## src/rtl/instruction_fetch_stage.sv

```systemverilog
// instruction_fetch_stage: PC register, instruction memory address, and IF/ID pipeline register
module instruction_fetch_stage #(
  parameter logic [31:0] RESET_PC = 32'h0000_0000
) (
  input  logic        Clk,
  input  logic        Rst,
  input  logic        Stall,
  input  logic        Flush,
  input  logic        PCSrc,
  input  logic [31:0] PCTarget,
  input  logic [31:0] IMemData,
  output logic [31:0] IMemAddr,
  output logic [31:0] IFID_Instruction,
  output logic [31:0] IFID_PCPlus4,
  output logic        IFID_Valid,
  output logic [31:0] FetchCount,
  output logic        Misaligned
);
  logic [31:0] pc_q, pc_d, instr_q, instr_d, pc4_q, pc4_d, count_q, count_d, pc_plus4;
  logic        valid_q, valid_d, mis_q, mis_d, load;
  always_comb begin
    pc_plus4 = pc_q + 32'd4;
    load     = !Flush && !Stall;
    pc_d     = PCSrc ? {PCTarget[31:2], 2'b00} : Stall ? pc_q : pc_plus4;
    instr_d  = Flush ? 32'd0 : Stall ? instr_q : IMemData;
    pc4_d    = Flush ? 32'd0 : Stall ? pc4_q : pc_plus4;
    valid_d  = Flush ? 1'b0 : Stall ? valid_q : 1'b1;
    count_d  = count_q + 32'(load);
    mis_d    = mis_q | (PCSrc && |PCTarget[1:0]);
  end
  always_ff @(posedge Clk) begin
    if (Rst) begin
      pc_q    <= RESET_PC;
      instr_q <= 32'd0;
      pc4_q   <= 32'd0;
      valid_q <= 1'b0;
      count_q <= 32'd0;
      mis_q   <= 1'b0;
    end else begin
      pc_q    <= pc_d;
      instr_q <= instr_d;
      pc4_q   <= pc4_d;
      valid_q <= valid_d;
      count_q <= count_d;
      mis_q   <= mis_d;
    end
  end
  assign IMemAddr         = pc_q;
  assign IFID_Instruction = instr_q;
  assign IFID_PCPlus4     = pc4_q;
  assign IFID_Valid       = valid_q;
  assign FetchCount       = count_q;
  assign Misaligned       = mis_q;
endmodule

```

## config.mk

```make
export PLATFORM = sky130hd
export DESIGN_NAME = instruction_fetch_stage
export DESIGN_NICKNAME = d
export VERILOG_FILES = /design/src/rtl/instruction_fetch_stage.sv
export SDC_FILE = /design/constraint.sdc
export NUM_CORES = 1
export LEC_CHECK = 0
export CAP_MARGIN = 10
export CORE_ASPECT_RATIO = 0.5
export CORE_MARGIN = 1
export CORE_UTILIZATION = 34
export CTS_CLUSTER_DIAMETER = 100
export CTS_CLUSTER_SIZE = 16
export DETAILED_ROUTE_END_ITERATION = 16
export HOLD_SLACK_MARGIN = 0.15
export PLACE_DENSITY_LB_ADDON = 0.3
export SLEW_MARGIN = 25
export SYNTH_ARGS = -nofsm -noshare
export SYNTH_HDL_FRONTEND = slang
export SYNTH_SLANG_ARGS = --single-unit
export TNS_END_PERCENT = 20
```

## constraint.sdc

```tcl
create_clock -name Clk -period 3.9 [get_ports Clk]
set_clock_uncertainty 0.2 [all_clocks]
set_input_delay 0.78 -clock Clk [delete_from_list [all_inputs] [get_ports Clk]]
set_output_delay 0.78 -clock Clk [all_outputs]
set_load 0.01 [all_outputs]
```

== Word level (Yosys, flattened, before mapping) ==
Index checks and enable logic that the tools add are counted.
Widths: inputs -> output; s select.

* Word-level logic and storage cells: 20
* Register bits: 130

* Add/subtract/negate cells: 2
* Eq/ne operators: 1
* Bitwise operators: 1
* Mux-type cells: 2
* Reductions and logical operators: 7

{| class="wikitable"
|+ Operators with widths
! cell !! number
|-
| $mux 32 || 2
|-
| $add 32x1->32 || 1
|-
| $add 32x3->32 const B || 1
|-
| $reduce_or 2->1 || 3
|-
| $logic_and 1x1->1 || 2
|-
| $logic_not 1->1 || 2
|-
| $ne 2x1->1 const B || 1
|-
| $or 1x1->1 || 1
|}

== Longest topological paths before layout ==
Gate-level depths: netlist of the first run.

* Depth after elaboration: 3
* Gate-level depth with buffers: 11
* Gate-level depth less buffers: 8

== Least setup slack after synthesis of the first run ==
OpenSTA, ideal clock, no wires.

* Path kind: input to register
* Start point: input port Stall
* End point: register count_q[22], in the netlist FetchCount[22]
* Setup time: 0.128 ns
* Setup slack: 0.895 ns
* Cell stages on the path: 11
* Data arrival time: 2.678 ns
* Path buffers: 3
* Required time: 3.572 ns
* Cell sequence: buf_6 clkbuf_1 clkbuf_1 nor2_1 ha_1 ha_1 and2_1 and3_1 nand4_1 xor2_1 nor2_1

* Cells in the longest elaborated chain, start to end: 3

{| class="wikitable"
|+ Ends and longest elaborated chain
! what !! line !! RTL
|-
| start: declaration || 7 || <nowiki>input logic Stall,</nowiki>
|-
| $logic_not 1->1 || 23 || <nowiki>load = !Flush && !Stall;</nowiki>
|-
| $logic_and 1x1->1 || 23 ||
|-
| $add 32x1->32 || 28 || <nowiki>count_d = count_q + 32'(load);</nowiki>
|-
| end signal: assignment || 44 || <nowiki>count_q <= count_d;</nowiki>
|-
| end: declaration || 19 || <nowiki>logic [31:0] pc_q, pc_d, instr_q, instr_d, pc4_q, pc4_d, count_q, count_d, pc_plus4;</nowiki>
|}

No other way between the ends.
A chain may end at the register's enable or synchronous reset.

== Final worst setup path of the first run ==
* Start point: input port Flush
* End point: register count_q[28], in the netlist FetchCount[28]

* Cells in the longest elaborated chain, start to end: 3

{| class="wikitable"
|+ Ends and longest elaborated chain
! what !! line !! RTL
|-
| start: declaration || 8 || <nowiki>input logic Flush,</nowiki>
|-
| $logic_not 1->1 || 23 ||
|-
| $logic_and 1x1->1 || 23 ||
|-
| $add 32x1->32 || 28 ||
|}

No other way between the ends.

==> results of run 1 <==
state kept, by name (all words and copies together) (netlist names):
register          count
Misaligned            1
IFID_Valid            1
IMemAddr             30
FetchCount           32
IFID_Instruction     32
IFID_PCPlus4         30
where the power goes:
| part | leakage, nW | switching [mW] | internal [mW] |
|---|---|---|---|
| combinational | 1.58 | 0.148 | 0.195 |
| clock | 0.278 | 0.640 | 0.953 |
| sequential | 1.03 | 0.0544 | 1.33 |
metrics by stage:
| step | hold slack [ps] | setup slack (ps) | power [mW] | util, % |
|---|---|---|---|---|
| after floorplan | 270 | 895 | 1.57 | - |
| after global placement | 239 | 753 | 1.75 | 47.2 |
| after detailed placement | 244 | 681 | 1.76 | 47.2 |
| after CTS | 254 | 1100 | 3.35 | 50.8 |
| after global routing | 284 | 880 | 3.46 | 50.8 |
| final | 256 | 1090 | 3.32 | 50.8 |
final timing paths:
kind | from | to | slack, ps | depth (start not counted)
worst min register to register | Misaligned$_SDFF_PP0_ | Misaligned$_SDFF_PP0_ | 260 | 2
worst max register to register | IMemAddr[14]$_SDFFE_PP0P_ | IMemAddr[31]$_SDFFE_PP0P_ | 1480 | 5
worst min-delay path | Misaligned$_SDFF_PP0_ | Misaligned$_SDFF_PP0_ | 260 | 2
worst max-delay path | Flush | FetchCount[28]$_SDFF_PP0_ | 1090 | 9
layout make-up:
type,count,share of cell area (%)
flip-flops and latches,126,30.0
multi-input cells,484,35.7
clock inverters,14,1.87
well taps,227,3.38
clock buffers,18,5.10
inverters,10,0.446
repair buffers,200,23.5
Yosys cell counts, drive strengths merged, types with 5 or more instances:
cell type  number  share of area (%)
nand4          19                2.2
xor2           22                3.3
buf            17                2.3
inv             9               0.58
mux2i          33                5.7
clkbuf         30                2.0
nand3          29                2.5
nor2          112                7.2
xnor2          57                8.6
dfxtp         126                 43
and2            5               0.54
nor3           24                2.8
and3            6               0.65
and4           12                1.8
nand2          38                2.5
a211oi         26                3.4
o21ai          24                2.1
a21oi          40                3.4
nor4           18                2.5
metal layers:
layer  part of all wire, %  routed length (µm)  vias up
met5                     0                   0        -
met4                  0.53                  86        0
met3                   5.2                 842        6
met2                    47                7650      119
met1                    47                7610     2454
li1                      -                   -     2644
cells by family (layout without fill, tap and decap cells):
group,count (synthesis),count (layout)
flops,126,126
compound gates,94,94
simple gates,271,271
buf+inv,58,242
xor+xnor,79,79
other cells,1,4
mux,33,33
fa+ha+maj,3,3
critical path: stages:
cell and delay (ps):
clkdlybuf4s50_1 490, nor2_1 150, ha_1 260, ha_1 230, and2_1 200, nand4_1 250, nor4_1 300, xnor2_1 170
nor2_1 60
==> out/metrics.yaml, run 1 <==
layout_common_cells: "clkdlybuf4s50_1, dfxtp_1, nor2_1, xnor2_1, a21oi_1"
coreArea_mm2: 0.0166
cts_setup_buffers: 0
crit_path_end_kind: "flop"
vias: 5223
fill_cells: 1586
dieHeight_um: 94.5
io_buffer_count: 194
nets: 911
cts_num_sinks: 126
vdd_ir_drop_max_mv: 0.278
synth_edf_count: 0
grt_overflow: 0
synth_area_mm2: 0.00581
postSynthAreaPerCell_um2: 8.74
clk_pin_slew_ps: 60
async_flop_share_pct: 0
routedWlPerCell_um: 15.0
cts_tree: "built"
status: "finished clean"
crit_arrival_ps: 2890
num_antenna_cells: 0
startpoint_type: "input pin"
final_hold_viol_count: 0
worstHoldPathType: "reg -> reg"
synth-xor-area-share_pct: 11.9
synth_flop_cell: "dfxtp_1"
numCtsBuffers: 17
stdcell_count: 1079
antenna_found_initial: 0
cap_violations: 0
grt_max_degree: 52
vias_per_cell: 4.84
synth.area.mux_share_pct: 5.68
drt_iter0_markers: 351
synth_adder_area_share_pct: 0.646
required_ps: 3970
hpwl_mm: 11.5
ctsResizeCount: 0
syn_inst: 665
syn_to_final_growth_pct: 44.7
postCtsHoldBufs: 0
rows: 33
fmax_mhz: 356
slew_headroom_pct: 38.9
track_usage_pct: 18.3
clock_latency_ps: 410
path_class: "in -> reg"
multi_input_area_mm2: 0.00300
post-place-cells: 1047
grt_pass1_vias: 4899
ys_seq_area_share_pct: 43.4
synth_cell_type_count: 41
grtUsageMet3_pct: 4.72
crit_fanout: 7
yosys.area_share.simple_pct: 23.6
die_w_um: 187
setup_violations: 0
wirelength_mm: 16.2
fin_crit_sh_pct: 72.1
grt_pass1_wl_mm: 25.6
use_met2_pct: 30.3
cts.path.max_buffers: 2
worst-slew-pin-transition_ps: 916
boundaryPins: 199
finalMaxSlewViolations: 0
regArea_mm2: 0.00252
design_area_mm2: 0.00841
gr-usage-met1_pct: 23.8
ys_warn_count: 0
layout_min_cycle_time_ps: 2810
cts_root_buf: "clkbuf_16"
start_util_pct: 35.1
drive_above_1_share_pct: 6.57
gp_congestion: 0.854
htreeDepth: 4
tns_ps: 0
drtAntennaViolNets: 0
synth_compound_area_share_pct: 9.49
layout_commonest_cell: "clkdlybuf4s50_1"
drcViolationCount: 0
p_leak_nw: 2.88
rsz0062_at_grt: "no"
grt.busiest_layer: "met2"
dieArea_mm2: 0.0177
ys_seq_elements: 126
synth_top_family_by_area: "simple AND/OR/NAND/NOR gates"
dpl_cell_area_mm2: 0.00782
power-per-cell-area_mw_per_mm2: 395
dr.pass1.iters: 4
Note: power is estimated with default switching activity, not from simulation.
==> inputs of run 2 (changes only) <==
==> constraint.sdc (replaced) <==
create_clock -name Clk -period 2.7 [get_ports Clk]
set_clock_uncertainty 0.2 [all_clocks]
set_input_delay 0.54 -clock Clk [delete_from_list [all_inputs] [get_ports Clk]]
set_output_delay 0.54 -clock Clk [all_outputs]
set_load 0.01 [all_outputs]
==> run 2 against run 1 <==
Net effect: non-clock buffer count increased by 17; power rose by 53%; critical path type unchanged; clock power grew 61%.
==> out/metrics.yaml, run 2 (synthesis results as in run 1) <==
status: "finished clean"
vias_per_cell: 4.81
drt_iter0_markers: 222
drive_above_1_share_pct: 8.40
cts_root_buf: "clkbuf_16"
vias: 5269
rrSetupSlack_ps: 400
die_w_um: 187
tns_ps: 0
dpl_cell_area_mm2: 0.00796
cts_setup_buffers: 0
drcViolationCount: 0
pwr-share-clk_pct: 50.5
p_leak_nw: 3.02
fill_cells: 1530
p_total_mw: 5.08
whs_ps: 244
cts_num_sinks: 126
r2r-start: "IMemAddr[3]$_SDFFE_PP0P_"
whs_path_depth: 2
nets: 928
switching_power_mw: 1.17
io_buffer_count: 194
clock_latency_ps: 410
finalMaxSlewViolations: 0
routedWlPerCell_um: 15.0
required_ps: 2790
power-per-cell-area_mw_per_mm2: 589
dr.pass1.iters: 5
startpoint_type: "input pin"
gp_congestion: 0.841
track_usage_pct: 18.5
drtAntennaViolNets: 0
hpwl_mm: 11.9
cts.path.max_buffers: 2
dieArea_mm2: 0.0177
fin_util_pct: 52.1
syn_to_final_growth_pct: 48.4
whs_endpoint: "Misaligned$_SDFF_PP0_"
crit_fanout: 7
path_cells: "clkdlybuf4s50_1 -> nor2_1 -> ha_1 -> ha_1 -> and2_1 -> nand4_1 -> nor4_1 -> xnor2_1 -> nor2_1"
numCtsBuffers: 17
fmax_mhz: 420
cap_violations: 0
final_hold_viol_count: 0
antenna_found_initial: 1
multi_input_area_mm2: 0.00300
worstHoldPathType: "reg -> reg"
regArea_mm2: 0.00252
p_sw_share_pct: 23.0
hp-start: "Misaligned$_SDFF_PP0_"
design_area_mm2: 0.00862
slew_headroom_pct: 41.4
cts_tree: "built"
crit_arrival_ps: 2470
crit_path_end_kind: "flop"
crit_buf_inv: 1
layout_common_cells: "clkdlybuf4s50_1, dfxtp_1, nor2_1, xnor2_1, a21oi_1"
wirelength_mm: 16.5
coreArea_mm2: 0.0166
boundaryPins: 199
grt_pass1_vias: 5084
seq_power_share_pct: 39.3
dieHeight_um: 94.5
clk_pin_slew_ps: 60
layout_min_cycle_time_ps: 2380
p_comb_share_pct: 10.1
reg2reg_to: "IMemAddr[26]$_SDFFE_PP0P_"
postCtsHoldBufs: 0
fin_crit_sh_pct: 88.2
rows: 33
slowest_delay_ps: 450
htreeDepth: 4
layout_commonest_cell: "clkdlybuf4s50_1"
num_antenna_cells: 0
vdd_ir_drop_max_mv: 0.433
worst-slew-pin-transition_ps: 879
path_class: "in -> reg"
rsz0062_at_grt: "no"
grt_overflow: 0
setup_violations: 0
ctsResizeCount: 0
grt_max_degree: 52
path_delay_family: "simple AND/OR/NAND/NOR gates"
p_int_mw: 3.91
cp_slowest_cell: "clkdlybuf4s50_1"
r2r_cells: 6
start_util_pct: 35.1
grt_pass1_wl_mm: 26.2
run 2: cell type report:
type | count | share of cell area, %
clock buffer | 19 | 5.25
multi-input combinational | 484 | 34.8
timing repair buffer | 217 | 24.6
inverter | 10 | 0.435
clock inverter | 13 | 2.44
sequential | 126 | 29.3
tap | 227 | 3.29
run 2: worst max-delay path by stage:
stage	startpoint	cells past startpoint	slack (ps)	end
6_report	Flush	9	320	FetchCount[30]$_SDFF_PP0_
4_1_cts	Flush	9	330	FetchCount[26]$_SDFF_PP0_
5_1_grt	Flush	9	200	FetchCount[26]$_SDFF_PP0_
2_1_floorplan	Stall	11	1	FetchCount[30]$_SDFF_PP0_
3_5_place_dp	Flush	9	-90	FetchCount[30]$_SDFF_PP0_
3_3_place_gp	Flush	9	-30	FetchCount[26]$_SDFF_PP0_
run 2: per-stage QoR:
stage / setup WS, ps / std cells
floorplan: 1.18 / 668
global placement: -25.9 / 1064
detailed placement: -92.7 / 1064
CTS: 332 / 1096
global route: 198 / 1096
finish: 318 / 1096
run 2: power by group through the flow:
stage	logic, mW	clock network, mW	registers, mW
global route	0.556	2.69	2.01
global placement	0.514	0	2.04
CTS	0.521	2.62	2.00
finish	0.515	2.56	2.00
detailed placement	0.518	0	2.04
floorplan	0.218	0	2.05
run 2: worst reg2reg max path, delay by kind of cell, from the launching register on:
family | cells | cell delay (ps)
compound gates | 1 | 230
xor+xnor | 1 | 100
fa+ha+maj | 1 | 260
flops | 1 | 420
simple gates | 3 | 1010
run 2: per-layer routing:
layer | part of all wire [%] | vias up | GRT usage (%)
li1 | - | 2672 | -
met1 | 47 | 2469 | 23.4
met2 | 48 | 117 | 31.3
met3 | 4.6 | 9 | 4.57
met4 | 0.67 | 2 | 5.67
met5 | 0.067 | - | 0
==> edit 1 (settings of run 1) <==
Make the reset (`Rst`) asynchronous in one clocked block.
--- a/src/rtl/instruction_fetch_stage.sv
+++ b/src/rtl/instruction_fetch_stage.sv
@@ -28,7 +28,7 @@
     count_d  = count_q + 32'(load);
     mis_d    = mis_q | (PCSrc && |PCTarget[1:0]);
   end
-  always_ff @(posedge Clk) begin
+  always_ff @(posedge Clk or posedge Rst) begin
     if (Rst) begin
       pc_q    <= RESET_PC;
       instr_q <= 32'd0;
Behaviour: differs if Rst is asserted again (counterexample within 4 cycles, from zero or initial values and one cycle with Rst high); with Rst held inactive, the same outputs for 10 cycles.
==> edit 1 against run 1 <==
Total power up 21%; critical path type is now flop to flop; setup slack worse by 0.0054 ns; largest power group unchanged; sequential cell count up 1; final area up 8.3%; routed wire length up 9.5%; synthesized area up 7.7%; worst hold slack better by 0.015 ns; sequential power up 12%; fmax down 0.19%.
==> edit 1: results <==
metrics = {
    "worst_setup_path": {
        "cp_slowest_stage_delay_ns": 0.70,
        "critPathMaxFanout": 20,
        "reg2reg_depth": 4,
        "reg2reg_slack_ns": 1.08,
        "r2r_end": "IFID_PCPlus4[23]$_DFFE_PP0P_",
    },
    "layout": {
        "fillers": 1607,
        "nets": 888,
        "fin_cells": 1063,
        "drive_above_1_share": 0.0688,
    },
    "power_and_ir_drop": {
        "p_leak_uw": 0.00370,
    },
    "synthesis": {
        "netlist_top_cells_count": "dfrtp_1, nor2_1, nand2_1, xnor2_1, clkbuf_1",
        "yosys.cell_types.count": 47,
        "synth_async_sr_flop_share": 1.00,
        "yosysSeqAreaShare": 0.508,
    },
    "timing": {
        "slew_headroom": 0.508,
    },
    "place": {
        "place.gp.congestion": 0.837,
        "dp_cells": 1031,
        "hpwl_um": 12700,
    },
    "grt": {
        "use_met2": 0.317,
        "grt_start_max_net_pins": 67,
        "met1_usage": 0.252,
    },
    "drt": {
        "route.vias.total": 5564,
        "drt_iter0_markers": 266,
    },
    "worst_hold_path": {
        "min_to": "FetchCount[31]$_DFF_PP0_",
        "hold_depth": 1,
        "hp-start": "FetchCount[31]$_DFF_PP0_",
    },
    "status": {
        "outcome": "finished, final reports clean",
    },
}
[edit 1: area by class of cell]
class / instances / area, µm² / share of cell area
clock buffer: 19 / 453 / 0.0497
clock inverter: 13 / 233 / 0.0256
inverter: 12 / 48.8 / 0.00536
multi-input combinational: 449 / 2840 / 0.312
sequential: 127 / 3180 / 0.349
tap: 234 / 293 / 0.0322
timing repair buffer: 209 / 2060 / 0.226
[edit 1: metal layers]
layer / vias to the layer above / share of wire
met2: 156 / 0.48
met4: 0 / 0.013
met5: - / 0
met1: 2739 / 0.46
met3: 19 / 0.046
li1: 2650 / -
[edit 1: cells by family (layout without fill, tap and decap cells)]
group                    count (synthesis)  in the layout  synth area share
adder cells (fa/ha/maj)                  3              3           0.00600
multiplexers                            34             34            0.0548
flip-flops                             127            127             0.508
XOR/XNOR                                51             51            0.0714
other                                    1              2          0.000599
buffers and inverters                   59            253            0.0400
AND/OR/NAND/NOR                        263            263             0.216
AO/OA/AOI/OAI                           96             96             0.103
[edit 1: how the worst max path moves through the flow]
stage | startpoint | end | slack [ns]
floorplan | Stall | FetchCount[18]$_DFF_PP0_ | 0.80
global placement | Stall | IMemAddr[26]$_DFFE_PP0N_ | 1.00
detailed placement | Stall | IMemAddr[24]$_DFFE_PP0N_ | 0.97
CTS | IMemAddr[12]$_DFFE_PP0N_ | IFID_PCPlus4[23]$_DFFE_PP0P_ | 1.12
global route | IMemAddr[12]$_DFFE_PP0N_ | IFID_PCPlus4[23]$_DFFE_PP0P_ | 0.82
finish | IMemAddr[12]$_DFFE_PP0N_ | IFID_PCPlus4[23]$_DFFE_PP0P_ | 1.08
[edit 1: through the flow]
step / worst slack, ns / util / hold WS (ns) / cell area (µm²) / total power, µW
after floorplan: 0.797 / - / 0.304 / 6260 / 1830
after CTS: 1.12 / 0.514 / 0.277 / 9100 / 4070
after global placement: 1.00 / 0.475 / 0.258 / 8410 / 2200
after global routing: 0.822 / 0.515 / 0.289 / 9110 / 4200
final: 1.08 / 0.515 / 0.270 / 9110 / 4030
after detailed placement: 0.969 / 0.475 / 0.262 / 8410 / 2210
[edit 1: report_power, final]
| part | switching (µW) | internal, µW |
|---|---|---|
| logic | 281 | 342 |
| clock network | 615 | 1240 |
| registers | 139 | 1420 |
| total | 1040 | 3000 |
[edit 1: worst register-to-register path, cell delays in order, from the launching register on]
cell and delay [ns]:
dfrtp_1 0.58, and4_1 0.35, nand4_1 0.59, or4_1 0.71, a311oi_1 0.29
==> edit 2 (flow settings as in run 1) <==
Without the edit above. `instr_q` and `pc4_q` no longer have a reset.
--- a/src/rtl/instruction_fetch_stage.sv
+++ b/src/rtl/instruction_fetch_stage.sv
@@ -31,19 +31,20 @@
   always_ff @(posedge Clk) begin
     if (Rst) begin
       pc_q    <= RESET_PC;
-      instr_q <= 32'd0;
-      pc4_q   <= 32'd0;
       valid_q <= 1'b0;
       count_q <= 32'd0;
       mis_q   <= 1'b0;
     end else begin
       pc_q    <= pc_d;
-      instr_q <= instr_d;
-      pc4_q   <= pc4_d;
       valid_q <= valid_d;
       count_q <= count_d;
       mis_q   <= mis_d;
     end
+  end
+
+  always_ff @(posedge Clk) begin
+    instr_q <= instr_d;
+    pc4_q   <= pc4_d;
   end
   assign IMemAddr         = pc_q;
   assign IFID_Instruction = instr_q;
Check against the original RTL: not equivalent (Yosys sat finds a counterexample within 4 cycles, from zero or initial values and one cycle with Rst high).
==> edit 2 against run 1 <==
Synthesized area is 2.3% higher; sequential cell count did not move; final area rose by 2.1%; total power increased by 5.5%; setup slack lost 0.22 ns; routed wire length rose by 9.5%; first-iteration DRC count is 4.8% lower; critical path type unchanged.
==> edit 2: results <==
metrics = {
    "grt": {
        "grt_pass1_vias": 5355,
        "grt_use_total": 0.202,
        "grt_start_max_net_pins": 66,
        "grt_pass1_wl_um": 28800,
        "met1_usage": 0.265,
    },
    "power_and_ir_drop": {
        "p_leak_uw": 0.00293,
        "swShare": 0.254,
        "comb_power_uw": 407,
    },
    "worst_setup_path": {
        "crit_end": "FetchCount[30]$_SDFF_PP0_",
        "rr_startpoint": "IMemAddr[4]$_SDFFE_PP0P_",
        "crit_path_start": "Stall",
        "reg2reg_depth": 4,
        "reg2reg_slack_ns": 0.93,
        "worst_path_max_delay_cell": "or4_1",
        "cp_slowest_stage_delay_ns": 0.64,
        "r2r_end": "IFID_PCPlus4[31]$_SDFFE_PP0N_",
    },
    "place": {
        "dp_slack_ns": 0.456,
        "dpl-instance-area_um2": 7960,
    },
    "status": {
        "outcome": "finished, final reports clean",
    },
    "synthesis": {
        "syn_area_per_cell_um2": 8.58,
        "synthXorXnorAreaFrac": 0.0398,
        "yosys.cell_types.count": 47,
        "netlist_top_cells_count": "dfxtp_1, nor2_1, clkbuf_1, nand2_1, mux2i_1",
        "ys_top_cells_by_area": "dfxtp_1, nor2_1, mux2i_1, a311oi_1, or4_1",
        "synth-compound-area-share": 0.156,
        "synthMuxAreaShare": 0.0633,
        "yosysSeqAreaShare": 0.424,
        "synth_fa_ha_area_frac": 0.00631,
    },
    "drt": {
        "route.vias.total": 5807,
        "drt_iter0_markers": 334,
    },
    "timing": {
        "min_period_ns": 3.04,
        "slew_headroom": 0.349,
    },
    "clock_tree": {
        "cts.clk_slew.worst_paths_ns": 0.06,
    },
    "worst_hold_path": {
        "hp-start": "Misaligned$_SDFF_PP0_",
        "hold_class": "flop to flop",
    },
    "layout": {
        "fin_cells": 1099,
        "nets": 931,
    },
}
-- edit 2: metrics by stage --
stage	hold WS, ns	power [µW]
after floorplan	0.270	1620
after global placement	0.233	1850
after detailed placement	0.242	1860
after CTS	0.253	3540
after global routing	0.275	3650
final	0.254	3510
-- edit 2: routing by layer --
metal | up-vias | wire (µm) | part of all wire
li1 | 2892 | - | -
met1 | 2747 | 8310 | 0.47
met2 | 152 | 8420 | 0.47
met3 | 16 | 788 | 0.044
met4 | 0 | 221 | 0.012
met5 | - | 0 | 0
-- edit 2: final cells by class --
class	count	area (µm²)
fill	1556	8140
multi-input combinational	496	3110
sequential	126	2520
timing repair buffer	203	1990
clock buffer	18	439
tap	227	284
clock inverter	14	183
inverter	15	56.3
-- edit 2: worst min-delay path, stage by stage, from the launching register on --
cell and delay, ns:
dfxtp_1 0.31, inv_1 0.05, a21oi_1 0.05
